**config.mk**
```make
export PLATFORM = sky130hd
export DESIGN_NAME = uart_word_tx
export DESIGN_NICKNAME = d
export VERILOG_FILES = /design/src/rtl/uart_pkg.sv /design/src/rtl/uart_byte_tx.sv /design/src/rtl/uart_word_tx.sv
export SDC_FILE = /design/constraint.sdc
export NUM_CORES = 1
export LEC_CHECK = 0
export CAP_MARGIN = 20
export CORE_MARGIN = 4
export CORE_UTILIZATION = 41
export CTS_CLUSTER_DIAMETER = 30
export DETAILED_ROUTE_END_ITERATION = 12
export PLACE_DENSITY = 0.63
export SETUP_SLACK_MARGIN = 0.15
export SKIP_CTS_REPAIR_TIMING = 1
export SLEW_MARGIN = 20
export SYNTH_ARGS = -nofsm -noshare
export SYNTH_HDL_FRONTEND = slang
export SYNTH_SLANG_ARGS = --single-unit
```
**constraint.sdc**
```tcl
create_clock -name clk -period 2.4 [get_ports clk]
set_input_delay 0.48 -clock clk [delete_from_list [all_inputs] [get_ports clk]]
set_output_delay 0.48 -clock clk [all_outputs]
set_load 0.01 [all_outputs]
```
**src/rtl/uart_pkg.sv**
```systemverilog
// Shared definitions for the UART word transmitter slice.
//   - Frame geometry (8N1: start + 8 data + stop) and line idle level.
//   - Default bit period for a 100 MHz clock at 115200 baud.
//   - State encodings for the byte serializer and the word sequencer.
package uart_pkg;

   localparam int unsigned UART_FRAME_BITS           = 10;
   localparam logic        UART_IDLE_LEVEL           = 1'b1;
   localparam int unsigned UART_DEFAULT_CLKS_PER_BIT = 868;

   // Byte serializer states.
   typedef enum logic [1:0] {
      StIdle,
      StStart,
      StData,
      StStop
   } byte_state_e;

   // Word sequencer states.
   typedef enum logic {
      StWordIdle,
      StWordBusy
   } word_state_e;

endpackage

```
**src/rtl/uart_byte_tx.sv**
```systemverilog
// 8N1 byte serializer with an internal baud counter.
//
// Ports:
//   clk        system clock
//   rst        synchronous, active-high reset
//   start      load data and begin a frame; honoured in idle and in the last
//              cycle of a stop bit, so consecutive bytes run with no gap
//   data       byte to send, sampled on the edge where start is high
//   tx         registered serial line, idle high
//   byte_done  high during the final cycle of the stop bit
module uart_byte_tx
   import uart_pkg::*;
#(
   parameter int unsigned CLKS_PER_BIT = UART_DEFAULT_CLKS_PER_BIT
) (
   input  logic       clk,
   input  logic       rst,
   input  logic       start,
   input  logic [7:0] data,
   output logic       tx,
   output logic       byte_done
);

   localparam int unsigned CntW     = (CLKS_PER_BIT > 1) ? $clog2(CLKS_PER_BIT) : 1;
   localparam int unsigned DataBits = UART_FRAME_BITS - 2;

   localparam logic [CntW-1:0] CntLast = CntW'(CLKS_PER_BIT - 1);
   localparam logic [2:0]      BitLast = 3'(DataBits - 1);

   byte_state_e     state_q, state_d;
   logic [CntW-1:0] cnt_q, cnt_d;
   logic [2:0]      bit_idx_q, bit_idx_d;
   logic [7:0]      byte_q, byte_d;
   logic            tx_q, tx_d;
   logic            cnt_last;

   assign cnt_last  = (cnt_q == CntLast);
   // Combinational so the word sequencer can chain the next byte on the
   // same edge that ends this stop bit.
   assign byte_done = (state_q == StStop) && cnt_last;
   assign tx        = tx_q;

   always_comb begin
      state_d   = state_q;
      cnt_d     = cnt_q;
      bit_idx_d = bit_idx_q;
      byte_d    = byte_q;
      tx_d      = tx_q;

      unique case (state_q)
         StIdle: begin
            // Baud counter is held at zero while idle.
            cnt_d = '0;
            tx_d  = UART_IDLE_LEVEL;
            if (start) begin
               byte_d  = data;
               tx_d    = ~UART_IDLE_LEVEL;
               state_d = StStart;
            end
         end

         StStart: begin
            if (cnt_last) begin
               cnt_d     = '0;
               bit_idx_d = 3'd0;
               tx_d      = byte_q[0];
               state_d   = StData;
            end else begin
               cnt_d = cnt_q + CntW'(1);
            end
         end

         StData: begin
            if (cnt_last) begin
               cnt_d = '0;
               if (bit_idx_q == BitLast) begin
                  tx_d    = UART_IDLE_LEVEL;
                  state_d = StStop;
               end else begin
                  bit_idx_d = bit_idx_q + 3'd1;
                  tx_d      = byte_q[bit_idx_q + 3'd1];
               end
            end else begin
               cnt_d = cnt_q + CntW'(1);
            end
         end

         StStop: begin
            if (cnt_last) begin
               cnt_d = '0;
               if (start) begin
                  byte_d  = data;
                  tx_d    = ~UART_IDLE_LEVEL;
                  state_d = StStart;
               end else begin
                  tx_d    = UART_IDLE_LEVEL;
                  state_d = StIdle;
               end
            end else begin
               cnt_d = cnt_q + CntW'(1);
            end
         end

         default: begin
            cnt_d   = '0;
            tx_d    = UART_IDLE_LEVEL;
            state_d = StIdle;
         end
      endcase
   end

   always_ff @(posedge clk) begin
      if (rst) begin
         state_q   <= StIdle;
         cnt_q     <= '0;
         bit_idx_q <= 3'd0;
         byte_q    <= 8'd0;
         tx_q      <= UART_IDLE_LEVEL;
      end else begin
         state_q   <= state_d;
         cnt_q     <= cnt_d;
         bit_idx_q <= bit_idx_d;
         byte_q    <= byte_d;
         tx_q      <= tx_d;
      end
   end

endmodule

```
**src/rtl/uart_word_tx.sv**
```systemverilog
// FIFO-fed UART word transmitter. Pops one DATA_WIDTH-bit word from the
// sample FIFO and sends it most-significant byte first, each byte as an 8N1
// frame, with no idle gap between the bytes of a word.
//
// Ports:
//   clk            system clock
//   rst            synchronous, active-high reset
//   data_in        word presented by the FIFO
//   data_in_valid  FIFO holds a valid word on data_in
//   data_in_read   one-cycle pop strobe to the FIFO (registered)
//   tx             UART serial line, idle high (registered)
//   busy           high from word capture until the return to idle (registered)
//   word_done      one-cycle pulse after the last stop bit of a word (registered)
module uart_word_tx
   import uart_pkg::*;
#(
   parameter int unsigned DATA_WIDTH   = 32,
   parameter int unsigned CLKS_PER_BIT = UART_DEFAULT_CLKS_PER_BIT
) (
   input  logic                  clk,
   input  logic                  rst,
   input  logic [DATA_WIDTH-1:0] data_in,
   input  logic                  data_in_valid,
   output logic                  data_in_read,
   output logic                  tx,
   output logic                  busy,
   output logic                  word_done
);

   localparam int unsigned BYTES = DATA_WIDTH / 8;
   localparam int unsigned IdxW  = (BYTES > 1) ? $clog2(BYTES) : 1;

   localparam logic [IdxW-1:0] IdxLast = IdxW'(BYTES - 1);

   word_state_e           state_q, state_d;
   logic [DATA_WIDTH-1:0] word_q, word_d;
   logic [DATA_WIDTH-1:0] word_shift;
   logic [IdxW-1:0]       byte_idx_q, byte_idx_d;
   logic                  read_q, read_d;
   logic                  busy_q, busy_d;
   logic                  done_q, done_d;

   logic                  byte_start;
   logic [7:0]            byte_data;
   logic                  byte_done;

   // word_q always holds the byte currently on the line in its top lane, so
   // the next lower byte is the top lane of the shifted copy.
   assign word_shift = word_q << 8;

   always_comb begin
      state_d    = state_q;
      word_d     = word_q;
      byte_idx_d = byte_idx_q;
      read_d     = 1'b0;
      busy_d     = busy_q;
      done_d     = 1'b0;
      byte_start = 1'b0;
      byte_data  = word_shift[DATA_WIDTH-1 -: 8];

      unique case (state_q)
         StWordIdle: begin
            if (data_in_valid) begin
               // Latch on the same edge that schedules the pop, so the FIFO
               // advancing to its next word cannot disturb this one.
               word_d     = data_in;
               byte_idx_d = '0;
               read_d     = 1'b1;
               busy_d     = 1'b1;
               byte_start = 1'b1;
               byte_data  = data_in[DATA_WIDTH-1 -: 8];
               state_d    = StWordBusy;
            end
         end

         StWordBusy: begin
            if (byte_done) begin
               if (byte_idx_q != IdxLast) begin
                  byte_idx_d = byte_idx_q + IdxW'(1);
                  word_d     = word_shift;
                  byte_start = 1'b1;
               end else begin
                  done_d  = 1'b1;
                  busy_d  = 1'b0;
                  state_d = StWordIdle;
               end
            end
         end

         default: begin
            busy_d  = 1'b0;
            state_d = StWordIdle;
         end
      endcase
   end

   always_ff @(posedge clk) begin
      if (rst) begin
         state_q    <= StWordIdle;
         word_q     <= '0;
         byte_idx_q <= '0;
         read_q     <= 1'b0;
         busy_q     <= 1'b0;
         done_q     <= 1'b0;
      end else begin
         state_q    <= state_d;
         word_q     <= word_d;
         byte_idx_q <= byte_idx_d;
         read_q     <= read_d;
         busy_q     <= busy_d;
         done_q     <= done_d;
      end
   end

   uart_byte_tx #(
      .CLKS_PER_BIT (CLKS_PER_BIT)
   ) u_byte_tx (
      .clk       (clk),
      .rst       (rst),
      .start     (byte_start),
      .data      (byte_data),
      .tx        (tx),
      .byte_done (byte_done)
   );

   assign data_in_read = read_q;
   assign busy         = busy_q;
   assign word_done    = done_q;

endmodule

```
==> flow_metrics.env, run 1 <==
export IMPL_status="complete, no violations"
export IMPL_clock_latency_ns=0.31
export IMPL_fin_tns_setup_ns=0
export IMPL_place_gp_congestion=0.924
export IMPL_ant_nets=0
export IMPL_wire_per_inst_microns=13.1
export IMPL_crit_type="register to register"
export IMPL_cts_tree="built"
export IMPL_routed_wl_mm=5.18
export IMPL_cts_buffer_depth=2
export IMPL_async_flop_share_pct=0
export IMPL_cp_slowest_cell="a21oi_4"
export IMPL_synth_edf_count=0
export IMPL_grt_setup_unrepaired="false"
export IMPL_regArea_sq_mm=0.00108
export IMPL_synth_ff_latch_count=54
export IMPL_crit_chain="ha_1, and3b_2, nand4_4, a21oi_4, nor2_1, a311oi_2"
export IMPL_setup_viol=0
export IMPL_dpl_cell_count=388
export IMPL_synth_ff_type="dfxtp_1"
export IMPL_fmax_mhz=489
export IMPL_dp_slack_ns=0.293
export IMPL_postSynthAreaPerCell_sq_um=9.33
export IMPL_syn_area_sq_mm=0.00267
export IMPL_vias=2075
export IMPL_vias_per_cell=5.24
export IMPL_cts_sinks=54
export IMPL_worstHoldStart="u_byte_tx.bit_idx_q[2]$_SDFFE_PP0P_"
export IMPL_ios=39
export IMPL_ir_worst_vdd_v=0.000347
export IMPL_drv_slew=0
export IMPL_worst_pin_slew_ns=0.562
export IMPL_multi_input_area_sq_mm=0.00146
export IMPL_cts_buffers=5
export IMPL_rr_worst_depth=6
export IMPL_synth_top_area_cell="dfxtp_1"
export IMPL_start_kind="register"
export IMPL_place_port_buffers=38
export IMPL_slew_headroom_pct=62.6
export IMPL_ys_warn_count=0
export IMPL_fin_skew_ns=0.00403
export IMPL_path_clk_slew_ns=0.09
export IMPL_fin_area_sq_mm=0.00325
export IMPL_min_path_type="register to register"
export IMPL_synth_cell_types=53
export IMPL_die_w_microns=88.7
export IMPL_synth_top_area_share_pct=40.5
export IMPL_grt_pass1_vias=1936
export IMPL_antenna_found_initial=0
export IMPL_drt_initial_drc_count=77
export IMPL_synth_fp_nets=330
export IMPL_worstPathArrival_ns=2.27
export IMPL_maxCapViolCount=0
export IMPL_core_area_sq_mm=0.00635
export IMPL_reg2reg_from="u_byte_tx.state_q[1]$_SDFFE_PP0P_"
export IMPL_drive_gt1_share_pct=12.2
export IMPL_layout_commonest_cell="dfxtp_1"
export IMPL_min_to="u_byte_tx.bit_idx_q[2]$_SDFFE_PP0P_"
export IMPL_drc=0
export IMPL_cts_root_buffer="clkbuf_8"
export IMPL_grt_pass1_wl_mm=8.81
export IMPL_synth_cells=286
export IMPL_most_common_layout_cells="dfxtp_1 (54), nor2_1 (43), clkdlybuf4s50_1 (38)"
export IMPL_place_area_sq_mm=0.00310
export IMPL_num_fill_cells=629
export IMPL_grt_use_total_pct=14.1
export IMPL_slowest_delay_ns=0.42
export IMPL_rrSetupSlack_ns=0.35
export IMPL_nets=362
export IMPL_yosysSeqAreaShare_pct=40.5
export IMPL_layout_cells_non_filler=396
export IMPL_hold_viol=0
export IMPL_firstDrtPassIters=4
export IMPL_post_dp_hpwl_mm=3.80
export IMPL_leakage_uw=0.00117
export IMPL_holdPathStages=2
export IMPL_syn2layout_area_growth_pct=21.6
export IMPL_p_per_area_mw_per_mm2=759
export IMPL_initial_utilization_pct=42.0
export IMPL_fin_crit_ns=2.05
export IMPL_crit_fanout=16
export IMPL_gr_total_overflow=0
export IMPL_synthTopCellsByArea="dfxtp_1 (41%), mux2i_1 (7.9%), nor2_1 (6.0%)"
export IMPL_grt_max_degree=44
export IMPL_antennaDiodeCount=0
export IMPL_dieArea_sq_mm=0.00786
export IMPL_setup_ws_ns=0.354
export IMPL_htreeDepth=2
export IMPL_dieHeight_microns=88.7
export IMPL_finalCritPeriodShare_pct=85.3
export IMPL_r2r_end="u_byte_tx.byte_q[6]$_SDFFE_PP0P_"
export IMPL_crit_required_ns=2.62
export IMPL_rows=29
export IMPL_critPathLaunch="u_byte_tx.state_q[1]$_SDFFE_PP0P_"
export IMPL_end_kind="register"
sequential cells by signal, summed over array words and instances, names as in the netlist:
| signal | flops |
|---|---|
| byte_idx_q | 2 |
| state_q | 1 |
| u_byte_tx.state_q | 2 |
| busy | 1 |
| u_byte_tx.bit_idx_q | 3 |
| u_byte_tx.tx | 1 |
| u_byte_tx.cnt_q | 10 |
| data_in_read | 1 |
| word_q | 24 |
| u_byte_tx.byte_q | 8 |
| word_done | 1 |
worst max-delay path by stage:
stage | end | slack, ns | cells after the start
after floorplan | u_byte_tx.byte_q[6]$_SDFFE_PP0P_ | 0.65 | 7
after global placement | u_byte_tx.state_q[0]$_SDFFE_PP0P_ | 0.35 | 5
after detailed placement | u_byte_tx.state_q[0]$_SDFFE_PP0P_ | 0.29 | 5
after CTS | u_byte_tx.byte_q[6]$_SDFFE_PP0P_ | 0.32 | 6
after global routing | u_byte_tx.byte_q[6]$_SDFFE_PP0P_ | 0.16 | 6
final | u_byte_tx.byte_q[6]$_SDFFE_PP0P_ | 0.35 | 6
stage by stage:
| stage | hold slack [ns] | total power (uW) | utilization [%] |
|---|---|---|---|
| after floorplan | 0.436 | 1580 | - |
| after global placement | 0.448 | 1740 | 48.9 |
| after detailed placement | 0.452 | 1740 | 48.9 |
| after CTS | 0.467 | 2490 | 51.1 |
| after global routing | 0.490 | 2610 | 51.1 |
| final | 0.460 | 2460 | 51.1 |
area by class of cell:
cell class                      instances  share of cell area, %
Tap cell                               77                   2.97
Sequential cell                        54                   33.3
Clock buffer                            6                   2.54
Inverter                                6                  0.694
Multi-Input combinational cell        206                   44.9
Timing Repair Buffer                   45                   13.7
Clock inverter                          2                   1.85
critical path, delay by kind of cell, from the launching register on:
kind            cells  cell delay (ns)
simple gates        3             0.57
flops               1             0.40
fa+ha+maj           1             0.32
compound gates      2             0.67
power breakdown:
| group | internal (uW) | switching [uW] |
|---|---|---|
| Sequential | 994 | 62.5 |
| Clock | 445 | 297 |
| Combinational | 304 | 362 |
| Total | 1740 | 722 |
cell usage after synthesis (5+ instances only):
cell,instances
buf_2,5
ha_1,9
a311oi_1,6
nand2_1,25
nor3b_1,8
xnor2_1,5
nor2_1,43
clkbuf_1,10
a211oi_1,16
mux2i_1,21
nor2_4,8
dfxtp_1,54
inv_1,6
a21oi_1,12
kinds of logic (layout without fill, tap and decap cells):
group                    after synthesis  in the layout  synth area share, %
AND/OR/NAND/NOR                      116            116                 24.5
flip-flops                            54             54                 40.5
AO/OA/AOI/OAI                         52             52                 15.4
buffers and inverters                 26             59                 4.88
multiplexers                          21             21                 7.88
adder cells (fa/ha/maj)                9              9                 4.22
XOR/XNOR                               8              8                 2.63
routing by layer:
| metal | share of wire [%] | up-vias | track usage [%] |
|---|---|---|---|
| met5 | 0 | - | 0 |
| met4 | 1.8 | 0 | 5.77 |
| met3 | 4.2 | 9 | 3.63 |
| met2 | 45 | 40 | 22.1 |
| met1 | 49 | 952 | 18.5 |
| li1 | - | 1074 | - |
No activity file was read; power rests on OpenSTA's default activity.
==> run 2, diff against run 1 <==
--- a/config.mk
+++ b/config.mk
@@ -8,9 +8,10 @@
 export CAP_MARGIN = 20
 export CORE_MARGIN = 4
 export CORE_UTILIZATION = 41
-export CTS_CLUSTER_DIAMETER = 30
+export CTS_CLUSTER_DIAMETER = 200
 export DETAILED_ROUTE_END_ITERATION = 12
 export PLACE_DENSITY = 0.63
+export RECOVER_POWER = 50
 export SETUP_SLACK_MARGIN = 0.15
 export SKIP_CTS_REPAIR_TIMING = 1
 export SLEW_MARGIN = 20
==> run 2 against run 1 <==
Effect of this change:
- sequential power is essentially flat
- die area is the same
- global-route usage is the same
- first-iteration DRC count grew 2.6%
- clock skew is essentially flat
- critical path depth is the same
- maximum frequency grew 0.14%
- largest power group unchanged
==> flow_metrics.env, run 2 (synthesis results as in run 1) <==
export IMPL_maxCapViolCount=0
export IMPL_drv_slew=0
export IMPL_fmax_mhz=489
export IMPL_ant_nets=0
export IMPL_status="complete, no violations"
export IMPL_min_path_type="register to register"
export IMPL_crit_type="register to register"
export IMPL_wire_per_inst_microns=13.1
export IMPL_internal_power_uw=1730
export IMPL_antenna_found_initial=0
export IMPL_dieArea_sq_mm=0.00786
export IMPL_crit_required_ns=2.63
export IMPL_drt_initial_drc_count=79
export IMPL_dp_slack_ns=0.293
export IMPL_cts_buffers=5
export IMPL_finalPower_uw=2460
export IMPL_rrSetupSlack_ns=0.36
export IMPL_path_delay_family="compound AO/OA/AOI/OAI gates"
export IMPL_most_common_layout_cells="dfxtp_1 (54), nor2_1 (43), clkdlybuf4s50_1 (34)"
export IMPL_cts_sinks=54
export IMPL_place_port_buffers=38
export IMPL_setup_ws_ns=0.356
export IMPL_place_area_sq_mm=0.00310
export IMPL_top_register="word_q"
export IMPL_power_frac_comb_pct=26.8
export IMPL_largest_reg_flops=24
export IMPL_antennaDiodeCount=0
export IMPL_grt_use_total_pct=14.1
export IMPL_vias=2079
export IMPL_pwr_share_clk_pct=30.2
export IMPL_slowest_delay_ns=0.42
export IMPL_vias_per_cell=5.25
export IMPL_crit_fanout=16
export IMPL_end_kind="register"
export IMPL_p_sw_uw=723
export IMPL_drive_gt1_share_pct=11.9
export IMPL_clock_latency_ns=0.31
export IMPL_drc=0
export IMPL_syn2layout_area_growth_pct=21.4
export IMPL_initial_utilization_pct=42.0
export IMPL_start_kind="register"
export IMPL_swShare_pct=29.4
export IMPL_fin_crit_ns=2.04
export IMPL_cp_slowest_cell="a21oi_4"
export IMPL_setup_viol=0
export IMPL_core_area_sq_mm=0.00635
export IMPL_path_clk_slew_ns=0.10
export IMPL_worstPathArrival_ns=2.27
export IMPL_cts_root_buffer="clkbuf_8"
export IMPL_fin_area_sq_mm=0.00324
export IMPL_p_per_area_mw_per_mm2=759
export IMPL_die_w_microns=88.7
export IMPL_cp_num_buf_inv=0
export IMPL_slew_headroom_pct=62.6
export IMPL_finalCritPeriodShare_pct=85.1
export IMPL_grt_pass1_vias=1936
export IMPL_dieHeight_microns=88.7
export IMPL_fin_tns_setup_ns=0
export IMPL_ir_worst_vdd_v=0.000347
export IMPL_grt_max_degree=44
export IMPL_post_dp_hpwl_mm=3.80
export IMPL_firstDrtPassIters=4
export IMPL_dpl_cell_count=388
export IMPL_nets=362
export IMPL_grt_pass1_wl_mm=8.81
export IMPL_htreeDepth=2
export IMPL_crit_chain="ha_1, and3b_2, nand4_4, a21oi_4, nor2_1, a311oi_2"
export IMPL_ios=39
export IMPL_place_gp_congestion=0.924
export IMPL_reg_top3="word_q x24, u_byte_tx.cnt_q x10, u_byte_tx.byte_q x8"
export IMPL_layout_cells_non_filler=396
export IMPL_cts_buffer_depth=2
export IMPL_worst_pin_slew_ns=0.561
export IMPL_leakage_uw=0.00117
export IMPL_fin_skew_ns=0.00353
export IMPL_hold_viol=0
export IMPL_p_seq_share_pct=43.0
export IMPL_cts_tree="built"
export IMPL_layout_commonest_cell="dfxtp_1"
export IMPL_gr_total_overflow=0
export IMPL_grt_setup_unrepaired="false"
export IMPL_rows=29
export IMPL_routed_wl_mm=5.18
export IMPL_num_fill_cells=630
-- run 2: changes by cell type in the layout (fill, tap and decap cells not counted), sizes merged --
cell,change
dlygate4sd3,+4
clkbuf,+2
buf,-2
clkdlybuf4s50,-4
-- run 2: metrics by stage --
stage,hold WS (ns),utilization (%)
2_1_floorplan,0.436,-
3_3_place_gp,0.448,48.9
3_5_place_dp,0.452,48.9
4_1_cts,0.467,51.1
5_1_grt,0.490,51.0
6_report,0.460,51.0
-- run 2: path summary, 6_finish.rpt --
| check | from | endpoint | cells past startpoint |
|---|---|---|---|
| min reg2reg | u_byte_tx.bit_idx_q[2]$_SDFFE_PP0P_ | u_byte_tx.bit_idx_q[2]$_SDFFE_PP0P_ | 2 |
| min | u_byte_tx.bit_idx_q[2]$_SDFFE_PP0P_ | u_byte_tx.bit_idx_q[2]$_SDFFE_PP0P_ | 2 |
| max | u_byte_tx.state_q[1]$_SDFFE_PP0P_ | u_byte_tx.byte_q[6]$_SDFFE_PP0P_ | 6 |
| max reg2reg | u_byte_tx.state_q[1]$_SDFFE_PP0P_ | u_byte_tx.byte_q[6]$_SDFFE_PP0P_ | 6 |
-- run 2: cell type report --
cell class / count / area (sq um) / share of cell area [%]
clock inverter: 2 / 60.1 / 1.85
timing repair buffer: 45 / 439 / 13.6
sequential: 54 / 1080 / 33.4
clock buffer: 6 / 82.6 / 2.55
tap: 77 / 96.3 / 2.97
inverter: 6 / 22.5 / 0.695
multi-input combinational: 206 / 1460 / 45.0
-- run 2: worst min-delay path: cells and delay by family, from the launching register on --
family,cells,cell delay [ns]
and+or+nand+nor,1,0.05
AOI/OAI and AO/OA,1,0.05
DFF,1,0.32
-- run 2: power by group through the flow --
| stage | clock (uW) | sequential, uW | combinational, uW |
|---|---|---|---|
| after floorplan | 0 | 1070 | 511 |
| final | 743 | 1060 | 658 |
| after global placement | 0 | 1080 | 663 |
| after detailed placement | 0 | 1080 | 666 |
| after global routing | 800 | 1070 | 732 |
| after CTS | 767 | 1060 | 670 |
-- run 2: metal layers --
metal / part of all wire (%) / vias to the layer above / global-route usage, %
li1: - / 1073 / -
met5: 0 / - / 0
met1: 49 / 957 / 18.5
met3: 4.2 / 9 / 3.63
met4: 1.8 / 0 / 5.77
met2: 45 / 40 / 22.1
